==> config.mk <==
export PLATFORM = sky130hd
export DESIGN_NAME = pc_next_ctrl
export DESIGN_NICKNAME = d
export VERILOG_FILES = /design/src/rtl/pc_next_ctrl.sv
export SDC_FILE = /design/constraint.sdc
export NUM_CORES = 1
export LEC_CHECK = 0
export BUFFER_PORTS_ARGS = -buffer_cell sky130_fd_sc_hd__clkbuf_2
export CORE_MARGIN = 5
export CORE_UTILIZATION = 50
export CTS_CLUSTER_SIZE = 30
export DETAILED_ROUTE_END_ITERATION = 7
export PLACE_DENSITY = 0.79
export SYNTH_ARGS = -nofsm -noshare
export SYNTH_HDL_FRONTEND = slang
export SYNTH_SLANG_ARGS = --single-unit
==> constraint.sdc <==
create_clock -name Clock -period 3.1 [get_ports Clock]
set_clock_uncertainty 0.1 [all_clocks]
set_input_delay 0.465 -clock Clock [delete_from_list [all_inputs] [get_ports Clock]]
set_output_delay 0.465 -clock Clock [all_outputs]
set_load 0.02 [all_outputs]
==> src/rtl/pc_next_ctrl.sv <==
// Next-PC generator and fetch sequencer (BOOT/RUN/HALT) with a saturating retired-instruction counter.
// Optional return-address stack is enabled by defining PC_RAS_EN.
module pc_next_ctrl #(
  parameter int ADDR_W    = 8,
  parameter int CNT_W     = 16,
  parameter int RAS_DEPTH = 4
) (
  input  logic              Clock,
  input  logic              Reset,
  input  logic [ADDR_W-1:0] PCcur,
  input  logic              Branch,
  input  logic              Zero,
  input  logic [ADDR_W-1:0] BranchOff,
  input  logic              Jump,
  input  logic [ADDR_W-1:0] JumpAddr,
  input  logic              Halt,
  input  logic              Resume,
  input  logic              Call,
  input  logic              Ret,
  output logic [ADDR_W-1:0] PCin,
  output logic              PCWrite,
  output logic              Halted,
  output logic [CNT_W-1:0]  InstrCount,
  output logic              RasErr
);

  typedef enum logic [1:0] {stBoot, stRun, stHalt} state_t;

  state_t            state, nextState;
  logic [ADDR_W-1:0] pcPlusOne, branchTarget, rasTop;
  logic              rasCall, rasRet, rasEmpty;
  logic              doPush, doPop, setErr;

  assign pcPlusOne    = PCcur + ADDR_W'(1);
  assign branchTarget = pcPlusOne + BranchOff;
  assign Halted       = (state == stHalt);

  always_ff @(posedge Clock) begin
    if (Reset) state <= stBoot;
    else       state <= nextState;
  end

  // Return/call outrank jumps and branches; halt outranks everything while running.
  always_comb begin
    nextState = state;
    PCin      = PCcur;
    PCWrite   = 1'b0;
    doPush    = 1'b0;
    doPop     = 1'b0;
    setErr    = 1'b0;
    if (Reset) begin
      PCin      = '0;
      nextState = stBoot;
    end else begin
      case (state)
        stBoot: nextState = stRun;
        stRun: begin
          if (Halt) begin
            nextState = stHalt;
          end else begin
            PCWrite = 1'b1;
            if (rasRet) begin
              if (rasEmpty) begin
                PCin   = pcPlusOne;
                setErr = 1'b1;
              end else begin
                PCin  = rasTop;
                doPop = 1'b1;
              end
            end else if (rasCall) begin
              PCin   = JumpAddr;
              doPush = 1'b1;
            end else if (Jump) begin
              PCin = JumpAddr;
            end else if (Branch && Zero) begin
              PCin = branchTarget;
            end else begin
              PCin = pcPlusOne;
            end
          end
        end
        stHalt: begin
          if (Resume) begin
            PCWrite   = 1'b1;
            PCin      = pcPlusOne;
            nextState = stRun;
          end
        end
        default: nextState = stBoot;
      endcase
    end
  end

  always_ff @(posedge Clock) begin
    if (Reset)
      InstrCount <= '0;
    else if (state == stRun && PCWrite && InstrCount != '1)
      InstrCount <= InstrCount + CNT_W'(1);
  end

`ifdef PC_RAS_EN
  localparam int PTR_W = (RAS_DEPTH > 1) ? $clog2(RAS_DEPTH) : 1;
  localparam int OCC_W = $clog2(RAS_DEPTH + 1);

  logic [ADDR_W-1:0] rasMem [RAS_DEPTH];
  logic [PTR_W-1:0]  rasPtr, topIdx, nextPtr;
  logic [OCC_W-1:0]  rasOcc;

  assign rasCall  = Call;
  assign rasRet   = Ret;
  assign rasEmpty = (rasOcc == '0);
  assign topIdx   = (rasPtr == '0) ? PTR_W'(RAS_DEPTH - 1) : rasPtr - PTR_W'(1);
  assign nextPtr  = (rasPtr == PTR_W'(RAS_DEPTH - 1)) ? '0 : rasPtr + PTR_W'(1);
  assign rasTop   = rasMem[topIdx];

  always_ff @(posedge Clock) begin
    if (!Reset && doPush) rasMem[rasPtr] <= pcPlusOne;
  end

  // Circular buffer: a push into a full stack silently overwrites the oldest entry.
  always_ff @(posedge Clock) begin
    if (Reset) begin
      rasPtr <= '0;
      rasOcc <= '0;
      RasErr <= 1'b0;
    end else begin
      if (doPush) begin
        rasPtr <= nextPtr;
        if (rasOcc != OCC_W'(RAS_DEPTH)) rasOcc <= rasOcc + OCC_W'(1);
      end else if (doPop) begin
        rasPtr <= topIdx;
        rasOcc <= rasOcc - OCC_W'(1);
      end
      if (setErr) RasErr <= 1'b1;
    end
  end
`else
  logic unusedRas;

  assign rasCall   = 1'b0;
  assign rasRet    = 1'b0;
  assign rasEmpty  = 1'b1;
  assign rasTop    = '0;
  assign RasErr    = 1'b0;
  assign unusedRas = ^{Call, Ret, doPush, doPop, setErr};
`endif

endmodule
==> metrics.md <==
| Metric | Value |
|---|---|
| First-pass GRT wire length | `around 11000 um` |
| Reg2Reg Depth | `6` |
| P_leak | `approximately 0.0012 uW` |
| Mapped Avg Cell Area | `7.30 sq um` |
| Final hold violations | `0` |
| Average vias per placed instance | `between 6 and 7` |
| Async set-reset flop share out of synthesis | `0` |
| Worst R2R End | `InstrCount[6]$_SDFFE_PP0P_` |
| Layout cells sized above 1 | `0.334` |
| Crit. End Element | `output port` |
| Cell Int Power | `525 uW` |
| Yosys top cell area share | `0.174` |
| Yosys warning count | `0` |
| Min-delay worst type | `reg -> reg` |
| Gate power share | `0.527` |
| Avg WL per Cell | `between 15 and 20 um` |
| Number of enable flip-flop cells after synthesis | `0` |
| Clock root buffer | `clkbuf_8` |
| WP data arrival | `about 2.5 ns` |
| Max-slew violation total from the final report | `0` |
| Hold_ws | `0.426 ns` |
| Fmax | `0.325 GHz` |
| Sw frac | `0.384` |
| Initial DRC Count | `187` |
| Final WS setup | `between 0.015 and 0.02 ns` |
| Largest net degree at the start of global routing | `22` |
| Die ar. | `0.00553 sq mm` |
| Distinct cells, synth | `62` |
| Crit path to | `PCin[7]` |
| I/O pin cnt | `60` |
| Commonest non-fill, non-tap cell in the layout | `clkbuf_2` |
| Initial antenna violation count | `0` |
| Pwr per Cell Area | `301 mW/mm^2` |
| Critical Path Max Stage Delay | `about 0.4 ns` |
| FILL cells | `315` |
| H-tree lvl count | `1` |
| Area Growth Syn to Fin | `36.2%` |
| Worst path cell trace | `clkbuf_8 -> buf_6 -> nand3_1 -> xnor2_2 -> ha_4 -> a21oi_1 -> o22ai_2 -> mux2i_1 -> a2111oi_1 -> nand3b_1 -> clkbuf_8` |
| Starting Density | `0.518` |
| DRC viols | `0` |
| GRT overflow | `0` |
| Height of the die | `about 74 um` |
| Cell mode on critical path | `clkbuf_8` |
| Clock Sinks | `18` |
| Fin area | `~0.0028 sq mm` |
| Vias in the first global route | `about 2400` |
| Reg2reg setup slack | `0.57 ns` |
| Max cap viols | `0` |
| Placed cell area | `0.00251 sq mm` |
| Max clock buf depth | `2` |
| CTS tree | `yes` |
| Core footprint | `0.00400 sq mm` |
| Sw power | `327 uW` |
| Total Power | `roughly 850 uW` |
| Area of the multi-input gates | `0.00178 sq mm` |
| Highest ir drop seen on vdd | `approximately 0.25 mV` |
| Die X | `74.4 um` |
| Syn_nets | `331` |
| CP max stage cell | `a2111oi_1` |
| Area leader, netlist | `dfxtp_1` |
| Synth Instances | `284` |
| Clock Latency Late Sink | `between 0.2 and 0.3 ns` |
| First-pass DRT Iterations | `4` |
| CP startpoint kind | `input pin` |
| Gpl congestion | `0.944` |
| Max Fanout on Critical Path | `7` |
| Setup violations, final | `0` |
| # diodes | `0` |
| Antenna Nets Post-Route | `0` |
| Primary FF master, synth | `dfxtp_1` |
| Seq cells post-synth | `18` |
| Nets | `402` |
| Routed WL | `6360 um` |
| Crit. Startpoint | `PCcur[0]` |
| Detail Placement HPWL | `4570 um` |
| CTS Hold Bufs | `0` |
| Final Cycle Share | `0.994` |
| Worst slew margin | `0.634` |
| Unrepaired setup endpoints after global routing | `true` |
| Port bufs | `56` |
| RR Startpoint | `state[1]$_SDFFE_PP0P_` |
| TritonCTS Buffers | `3` |
| Clock power share | `0.189` |
| CP required | `2.53 ns` |
| Setup Crit Path Kind | `in -> out` |
| Most frequent cells in the layout | `clkbuf_2, buf_4, nand2_1, nor2_1, dfxtp_1` |
| Storage cell area | `360 sq um` |
| Fin crit period | `3.08 ns` |
| Syn Std Cell Area | `between 0.002 and 0.0025 sq mm` |
| Sequential Power Share | `0.284` |
| Num rows | `23` |
| Status | `completed` |
| Slew @ Worst Pin | `0.548 ns` |
| Reg clk slew, reported paths | `0.06 ns` |
| Via count | `2457` |
| DP Worst Slack | `-0.170 ns` |
| Sequential area share after synthesis | `0.174` |
| Top cells by area, synth | `dfxtp_1, ha_1, nand2_1` |
| Total GRT Usage | `0.236` |
[power by group through the flow]
stage / clock, uW / combinational (uW) / sequential, uW
after floorplan: 0 / 254 / 247
after global placement: 0 / 368 / 247
after detailed placement: 0 / 373 / 247
after CTS: 165 / 397 / 242
after global routing: 176 / 488 / 242
final: 161 / 448 / 242
[area by class of cell]
| class | count | share of cell area |
|---|---|---|
| Tap cell | 50 | 0.0222 |
| Clock buffer | 3 | 0.0146 |
| Multi-Input combinational cell | 232 | 0.630 |
| Timing Repair Buffer | 82 | 0.181 |
| Sequential cell | 18 | 0.128 |
| Inverter | 18 | 0.0239 |
[stage by stage]
| stage | TNS, ns | utilization | instances |
|---|---|---|---|
| final | 0 | 0.706 | 403 |
| after detailed placement | -0.279 | 0.628 | 394 |
| after global routing | -0.164 | 0.706 | 403 |
| after global placement | -0.141 | 0.628 | 394 |
| after floorplan | 0 | - | 284 |
| after CTS | 0 | 0.667 | 401 |
[state kept, by name (all words and copies together) (netlist names)]
register / count
InstrCount: 16
state: 2
[layer usage]
layer  track usage  wire, um
met1         0.310      2780
met2         0.389      3090
met3        0.0446       405
met4        0.0751        77
met5             0         0
[cells by family after synthesis]
group / after synthesis / share of synthesized area
xor gates and xnor gates: 12 / 0.0507
buffers and inverters: 34 / 0.0652
muxes: 4 / 0.0199
and+or+nand+nor: 115 / 0.301
DFF: 18 / 0.174
other: 1 / 0.00181
adders and majority gates: 14 / 0.0881
AOI/OAI and AO/OA: 86 / 0.299
[cells in the mapped netlist, types with 8 or more instances]
library cell  instances
ha_1                 13
nand2_1              25
nor3_1               11
nor2_1               25
clkbuf_1             13
xnor2_1               8
a21oi_1              13
dfxtp_1              18
inv_1                18
o21ai_0              15
nand3_1              10
nor2b_1               9
[worst min path at each step]
stage	slack, ns	end	startpoint	cells after the start
floorplan	0.39	state[0]$_SDFFE_PP0P_	state[0]$_SDFFE_PP0P_	2
global placement	0.41	state[0]$_SDFFE_PP0P_	state[0]$_SDFFE_PP0P_	2
detailed placement	0.41	state[0]$_SDFFE_PP0P_	state[0]$_SDFFE_PP0P_	2
CTS	0.42	state[0]$_SDFFE_PP0P_	state[0]$_SDFFE_PP0P_	2
global route	0.44	state[0]$_SDFFE_PP0P_	state[0]$_SDFFE_PP0P_	2
finish	0.43	state[0]$_SDFFE_PP0P_	state[0]$_SDFFE_PP0P_	2
[what timing repair did]
item,in CTS,in global routing
pin swaps,6,13
endpoints found under the hold margin,0,0
buffers inserted,4,2
setup endpoints to repair,3,6
gates resized for setup,18,31
[worst max-delay path: cells and delay by family]
kind,cells,cell delay (ns)
multiplexers,1,0.14
AND/OR/NAND/NOR,2,0.30
XOR/XNOR,1,0.28
buffers and inverters,3,0.37
AO/OA/AOI/OAI,3,0.69
adder cells (fa/ha/maj),1,0.27
Power figures use the tool's default switching activity.
